<file path="config.mk">
export PLATFORM = sky130hd
export DESIGN_NAME = seven_segment_scanner
export DESIGN_NICKNAME = d
export VERILOG_FILES = /design/src/rtl/seven_segment_scanner.sv
export SDC_FILE = /design/constraint.sdc
export NUM_CORES = 1
export LEC_CHECK = 0
export CORE_MARGIN = 10
export CORE_UTILIZATION = 45
export DETAILED_ROUTE_END_ITERATION = 12
export MAX_ROUTING_LAYER = met4
export PLACE_DENSITY_LB_ADDON = 0.3
export SLEW_MARGIN = 10
export SYNTH_ARGS = -nofsm -noshare
export SYNTH_HDL_FRONTEND = slang
export SYNTH_SLANG_ARGS = --single-unit
</file>
<file path="constraint.sdc">
create_clock -name clk -period 2.3 [get_ports clk]
set_input_delay 0.23 -clock clk [delete_from_list [all_inputs] [get_ports clk]]
set_output_delay 0.23 -clock clk [all_outputs]
set_load 0.1 [all_outputs]
</file>
<file path="src/rtl/seven_segment_scanner.sv">
`default_nettype none
// ============================================================================
//  Module   : seven_segment_scanner
//  Purpose  : Time-multiplexed driver for a common-anode seven-segment display.
//             A prescaler divides each digit slot into DWELL_CYCLES clocks.
//             The first clock of every slot is blanked to suppress ghosting.
//             The BCD input is captured once per full scan, so a value that
//             changes mid-scan never shows as a torn mix of old and new digits.
//  Options  : `define LEADING_ZERO_BLANK_EN blanks leading zero digits.
//             Digit 0 is never blanked. Ports and timing are unchanged.
//  Revision : 1.0 - initial release
// ============================================================================
module seven_segment_scanner #(
    parameter int NUMBER_OF_DIGITS         = 4,
    parameter int NUMBER_OF_BITS_PER_DIGIT = 4,
    parameter int DWELL_CYCLES             = 100_000,
    parameter int DP_DIGIT                 = 2
) (
    input  logic                                                 clk,
    input  logic                                                 rst,
    input  logic [NUMBER_OF_DIGITS*NUMBER_OF_BITS_PER_DIGIT-1:0] number,
    output logic [6:0]                                           segments,
    output logic [NUMBER_OF_DIGITS-1:0]                          anodes,
    output logic                                                 dp
);

    localparam int NUM_W = NUMBER_OF_DIGITS * NUMBER_OF_BITS_PER_DIGIT;
    localparam int P_W   = (DWELL_CYCLES > 1) ? $clog2(DWELL_CYCLES) : 1;
    localparam int IDX_W = (NUMBER_OF_DIGITS > 1) ? $clog2(NUMBER_OF_DIGITS) : 1;

    localparam logic [P_W-1:0]   P_LAST   = P_W'(DWELL_CYCLES - 1);
    localparam logic [IDX_W-1:0] IDX_LAST = IDX_W'(NUMBER_OF_DIGITS - 1);

    // A decimal-point index outside the digit range simply never lights.
    localparam bit               DP_VALID = (DP_DIGIT >= 0) && (DP_DIGIT < NUMBER_OF_DIGITS);
    localparam logic [IDX_W-1:0] DP_IDX   = IDX_W'(DP_VALID ? DP_DIGIT : 0);

    localparam logic [6:0] SEG_BLANK = 7'h7F;
    localparam logic [6:0] SEG_DASH  = 7'h3F;
    localparam logic [NUMBER_OF_DIGITS-1:0] ANODES_OFF = '1;
    localparam logic [NUMBER_OF_DIGITS-1:0] ANODE_BASE = NUMBER_OF_DIGITS'(1);

    // ------------------------------------------------------------------
    // Scan state
    // ------------------------------------------------------------------
    logic [P_W-1:0]   p;
    logic [IDX_W-1:0] idx;
    logic [NUM_W-1:0] shadow;

    logic slot_end;
    logic scan_end;

    assign slot_end = (p == P_LAST);
    assign scan_end = slot_end && (idx == IDX_LAST);

    // Prescaler: counts 0..DWELL_CYCLES-1 within each digit slot.
    always_ff @(posedge clk) begin
        if (rst) begin
            p <= '0;
        end else if (slot_end) begin
            p <= '0;
        end else begin
            p <= p + P_W'(1);
        end
    end

    // Digit index: steps to the next digit at the end of each slot.
    always_ff @(posedge clk) begin
        if (rst) begin
            idx <= '0;
        end else if (slot_end) begin
            if (idx == IDX_LAST) begin
                idx <= '0;
            end else begin
                idx <= idx + IDX_W'(1);
            end
        end
    end

    // Shadow copy of the number: loaded only on the last clock of a scan.
    always_ff @(posedge clk) begin
        if (rst) begin
            shadow <= '0;
        end else if (scan_end) begin
            shadow <= number;
        end
    end

    // ------------------------------------------------------------------
    // Digit selection and decode
    // ------------------------------------------------------------------
    logic [NUMBER_OF_BITS_PER_DIGIT-1:0] digit_val [NUMBER_OF_DIGITS];

    for (genvar k = 0; k < NUMBER_OF_DIGITS; k++) begin : g_digit_split
        assign digit_val[k] = shadow[k*NUMBER_OF_BITS_PER_DIGIT +: NUMBER_OF_BITS_PER_DIGIT];
    end

    logic [NUMBER_OF_BITS_PER_DIGIT-1:0] cur_digit;
    assign cur_digit = digit_val[idx];

    // A leading-zero digit is blanked only when it and every higher digit are 0.
    logic blank_digit;
`ifdef LEADING_ZERO_BLANK_EN
    logic [NUMBER_OF_DIGITS-1:0] upper_zero;

    for (genvar k = 0; k < NUMBER_OF_DIGITS; k++) begin : g_upper_zero
        assign upper_zero[k] = (shadow[NUM_W-1:k*NUMBER_OF_BITS_PER_DIGIT] == '0);
    end

    assign blank_digit = (idx != '0) && upper_zero[idx];
`else
    assign blank_digit = 1'b0;
`endif

    // Active-low {g,f,e,d,c,b,a}. Values above 9 show a dash.
    function automatic logic [6:0] decode_digit(input logic [NUMBER_OF_BITS_PER_DIGIT-1:0] v);
        logic [6:0]  s;
        int unsigned val;
        val = 32'(v);
        case (val)
            0:       s = 7'h40;
            1:       s = 7'h79;
            2:       s = 7'h24;
            3:       s = 7'h30;
            4:       s = 7'h19;
            5:       s = 7'h12;
            6:       s = 7'h02;
            7:       s = 7'h78;
            8:       s = 7'h00;
            9:       s = 7'h10;
            default: s = SEG_DASH;
        endcase
        return s;
    endfunction

    logic [6:0] digit_segments;
    assign digit_segments = blank_digit ? SEG_BLANK : decode_digit(cur_digit);

    // Output registers: pins reflect the previous cycle's p, idx and shadow.
    // The first clock of every slot is dark to avoid ghosting between digits.
    always_ff @(posedge clk) begin
        if (rst) begin
            anodes   <= ANODES_OFF;
            segments <= SEG_BLANK;
            dp       <= 1'b1;
        end else if (p == '0) begin
            anodes   <= ANODES_OFF;
            segments <= SEG_BLANK;
            dp       <= 1'b1;
        end else begin
            anodes   <= ~(ANODE_BASE << idx);
            segments <= digit_segments;
            dp       <= ~(DP_VALID && (idx == DP_IDX));
        end
    end

endmodule
`default_nettype wire

</file>
**Yosys cells after proc, flatten, opt, wreduce, memory -nomap -nowiden**

Memory sizes are Yosys's and may differ from the RTL's. A register that Yosys moved wholly into a read port is not among the register bits.
Cells that the tools add are included.

- Output and inout bits: 12
- Memories: 1
- Memory bits (read-only): 112
- Register bits: 40
- Bits of input ports: 18

Memory list:

| name | words | bits a word | rd ports | clocked after Yosys merged registers in | wr ports | RTL line | text |
|---|---|---|---|---|---|---|---|
| (no name shown) | 16 | 7 | 1 | 1 | 0 | 120 | `case (val)` |

- Reductions and logical operators: 4
- Add/sub/neg operators: 2
- Multiplexer cells: 4
- Magnitude comparators: 1
- Bitwise gates (word level): 3
- Equal/unequal tests: 3
- Shifts and indexed selects: 1

Operators with widths:

| kind | count |
|---|---|
| $add A17 B1 Y17 const B | 1 |
| $eq A17 B17 Y1 const B | 1 |
| $logic_not A17 Y1 | 1 |
| $bmux W4 S2 | 1 |
| $mux W4 | 2 |
| $eq A2 B2 Y1 const B | 2 |
| $not A4 Y4 | 1 |
| $reduce_or A2 Y1 | 2 |
| $shl A1 B2 Y4 const A | 1 |
| $ge A3 B3 Y1 const B | 1 |
| $not A2 Y3 | 1 |
| $add A2 B1 Y2 const B | 1 |
| $mux W2 | 1 |
| $logic_and A1 B1 Y1 | 1 |
| $not A1 Y1 | 1 |

**Logic depth before layout (Yosys ltp)**

- Word-level depth: 4
- Depth in mapped cells: 9
- Depth with buffers taken out: 6

**Least setup slack after synthesis**

No wires, ideal clock.

- Path kind: flip-flop to flip-flop
- Start: reg idx[1]
- End: reg segments[0]
- Data arrival time: 1.653 ns
- Slack: 0.511 ns
- Path buffers: 1
- Stages on the path, launching flop included: 7
- Period minus slack after synthesis: 1.789 ns
- Library setup time: 0.136 ns
- Cells stage by stage: dfxtp_1 > buf_2 > mux4_2 > ha_1 > nor2b_1 > a211oi_1 > o21ai_0

- Longest elaborated chain between the ends: 4

Ends and longest elaborated chain:

| item | RTL line | text |
|---|---|---|
| start, declared | 47 | `logic [IDX_W-1:0] idx;` |
| start signal, assigned | 75 | `idx <= idx + IDX_W'(1);` |
| $not A2 Y3 (not written as such) | 99 | `assign cur_digit = digit_val[idx];` |
| $bmux W4 S2 | 99 |  |
| $mux W4 (not written as such) (2 in a row) | 99 |  |
| end, declared | 22 | `output logic [6:0] segments,` |

No other way between the ends. The select of a mux whose other input is x is not followed.
A chain may end at the register's enable or synchronous reset.

**Worst setup path after layout**

- Start: reg p[0]
- End: reg shadow[11]

- Longest elaborated chain between the ends: 2

Ends and longest elaborated chain:

| item | RTL line | text |
|---|---|---|
| start, declared | 46 | `logic [P_W-1:0] p;` |
| start signal, assigned | 63 | `p <= p + P_W'(1);` |
| $eq A17 B17 Y1 | 53 | `assign slot_end = (p == P_LAST);` |
| $logic_and A1 B1 Y1 | 54 | `assign scan_end = slot_end && (idx == IDX_LAST);` |
| end signal, assigned | 85 | `shadow <= number;` |
| end, declared | 48 | `logic [NUM_W-1:0] shadow;` |

No other way between the ends.

==> flow_summary.yaml <==
run_status:
  status: "finished clean"
finish:
  syn2layout_area_growth_pct: 15.5
  nFillCells: 468
  drive_gt1_frac: 0.118
  fin_area_um2: 2570
  seq_area_um2: 921
  final_nets: 292
  multiInputGateArea_um2: 1140
  diodes: 0
critical_path:
  critPathSlowestCell: "nand4_2"
  start_kind: "flip-flop"
  max_stage_delay_ns: 0.44
  cp_data_required_time_ns: 2.49
  arrival_ns: 2.20
  end_kind: "flip-flop"
  worst-path-max-fanout: 18
  path_cells: "ha_1 -> and4_1 -> nand4_2 -> o31ai_1 -> a21oi_1"
  critPathKind: "reg -> reg"
grt:
  grt_pass1_wl_um: 8150
  grt_overflow: 0
  grt_max_degree: 21
  track_usage: 0.120
  antenna_found_initial: 0
  grt_pass1_vias: 1734
floorplanning:
  fp.dieW_um: 90.3
  coreArea_um2: 4750
  ios: 30
  row_count: 25
  start_util: 0.468
  die-height_um: 90.3
  die-area_um2: 8160
cts:
  hold_buffers: 0
  numCtsBuffers: 5
  cts_setup_buffers: 0
  cts_tree: "yes"
  clock-root-buffer: "clkbuf_8"
  clkLatencyLatePin_ns: 0.30
  cts_buffer_depth: 2
  cts_max_level: 2
  cts_resized: 0
  cts_sinks: 46
  cts.clk_slew.worst_paths_ns: 0.09
logic_synthesis:
  yosysSeqAreaShare: 0.414
  synth_top_area_frac: 0.414
  syn_inst: 242
  ys_async_sr_fraction: 0
  yosysTopAreaCell: "dfxtp_1"
  yosysWarnings: 0
  synth-edff-count: 0
  ys_ff_latch: 46
  synth_nets: 272
  synthDistinctLibCells: 34
  synth_ff_type: "dfxtp_1"
  syn_avg_cell_area_um2: 9.20
  netlist_area_um2: 2230
  ys_top_cells_by_area: "dfxtp_1 41%, ha_1 6.7%, nand4_1 6.7%"
drt:
  via_count: 1829
  antenna_left: 0
  drc: 0
  wire_per_inst_um: 14.6
  dr.pass1.iters: 4
  wl_um: 4830
  viasPerCell: 5.54
  drt-initial-drc-count: 61
sta:
  period_minus_slack_ns: 2.01
  worst_pin_slew_ns: 0.604
  fmax_mhz: 497
  finalSetupViolations: 0
  slew_violations: 0
  hold_violations: 0
  rsz0062_at_grt: "false"
  finalCritPeriodShare: 0.876
  finalClockSkew_ns: 0.0108
  slew-limit-headroom: 0.596
  setup_tns_ns: 0
min_path:
  hold_path_class: "reg -> reg"
placement:
  io_buffers: 29
  post_dp_cell_area_um2: 2480
  gp_congestion: 0.842
  hpwl_um: 3330
pwr:
  total_power_w: 0.00153
  p_per_area_nw_per_um2: 595
  leakagePower_nw: 0.922
  ir_drop_mv: 0.339
flow_run:
  maxCapViolCount: 0
layer usage:
metal  track usage  wire length, um  part of all wire  vias to the layer above
li1              -                -                 -                      925
met1         0.146             2430              0.50                      864
met2         0.183             2170              0.45                       32
met3        0.0357              174             0.036                        8
met4        0.0398               53             0.011                        0
met5             -                0                 0                        -
per-stage QoR:
step | cells | util | hold slack, ns | worst slack, ns
2_1_floorplan | 242 | - | 0.384 | 0.511
5_1_grt | 330 | 0.541 | 0.491 | 0.142
3_5_place_dp | 322 | 0.521 | 0.443 | 0.329
4_1_cts | 330 | 0.541 | 0.465 | 0.309
6_report | 330 | 0.541 | 0.459 | 0.286
3_3_place_gp | 322 | 0.521 | 0.441 | 0.341
cells in the final DEF, fill, tap and decap left out, types with 2 or more instances in the layout:
| cell type | netlist | final |
|---|---|---|
| nand2_1 | 8 | 8 |
| and2_1 | 3 | 3 |
| a21oi_1 | 27 | 27 |
| inv_1 | 8 | 8 |
| and4_1 | 3 | 3 |
| nor4_1 | 2 | 2 |
| nor3_1 | 2 | 2 |
| ha_1 | 12 | 12 |
| or3_1 | 4 | 4 |
| o211ai_1 | 2 | 2 |
| xor2_1 | 10 | 10 |
| a211oi_1 | 2 | 2 |
| nor2_1 | 14 | 14 |
| nand3_1 | 6 | 6 |
| nor2b_1 | 3 | 3 |
| clkbuf_8 | 0 | 6 |
| o31ai_1 | 16 | 16 |
| nand4_1 | 24 | 24 |
| and3_1 | 5 | 5 |
| mux4_2 | 4 | 4 |
| o21ai_0 | 12 | 12 |
| dfxtp_1 | 46 | 46 |
| clkdlybuf4s50_1 | 0 | 17 |
| buf_4 | 1 | 17 |
cell type report:
class,count,share of cell area
Sequential cell,46,0.358
Clock inverter,2,0.00487
Inverter,9,0.0131
Multi-Input combinational cell,166,0.443
Clock buffer,6,0.0321
Tap cell,67,0.0326
Timing Repair Buffer,34,0.116
state kept, by name (all words and copies together), names as in the netlist:
register,count
anodes,4
segments,7
idx,2
shadow,16
p,17
power by group:
part	switching, W	internal [W]
Clock	0.000276	0.000242
Sequential	0.00000714	0.000814
Combinational	0.000133	0.0000578
kinds of logic after synthesis:
kind of cell | count (synthesis) | synth area share
mux | 4 | 0.0405
flops | 46 | 0.414
simple gates | 78 | 0.200
buf+inv | 30 | 0.0742
compound gates | 61 | 0.161
xor+xnor | 11 | 0.0433
fa+ha+maj | 12 | 0.0675
final timing paths:
| check | startpoint | endpoint | slack, ns | cells past startpoint |
|---|---|---|---|---|
| max | p[0]$_SDFF_PP0_ | shadow[11]$_SDFFE_PP0P_ | 0.29 | 5 |
| min reg2reg | p[0]$_SDFF_PP0_ | p[0]$_SDFF_PP0_ | 0.46 | 1 |
| max reg2reg | p[0]$_SDFF_PP0_ | shadow[11]$_SDFFE_PP0P_ | 0.29 | 5 |
| min | p[0]$_SDFF_PP0_ | p[0]$_SDFF_PP0_ | 0.46 | 1 |
critical path: cells and delay by family, from the launching register on:
family	cells	cell delay [ns]
adders and majority gates	1	0.20
and+or+nand+nor	2	0.81
DFF	1	0.37
AOI/OAI and AO/OA	2	0.51
Yosys cell counts, types with 2 or more instances:
master,count
ha_1,12
o31ai_1,16
nor4_1,2
nand4_1,24
xor2_1,10
a21oi_1,27
nand3_1,6
mux4_2,4
inv_1,8
buf_2,6
clkbuf_1,9
o21ai_0,12
buf_6,4
a211oi_1,2
dfxtp_1,46
nor2b_1,3
and3_1,5
or3_1,4
o211ai_1,2
and4_1,3
nor2_1,14
nor3_1,2
and2_1,3
nand2_1,8
Note: power is estimated with default switching activity, not from simulation.
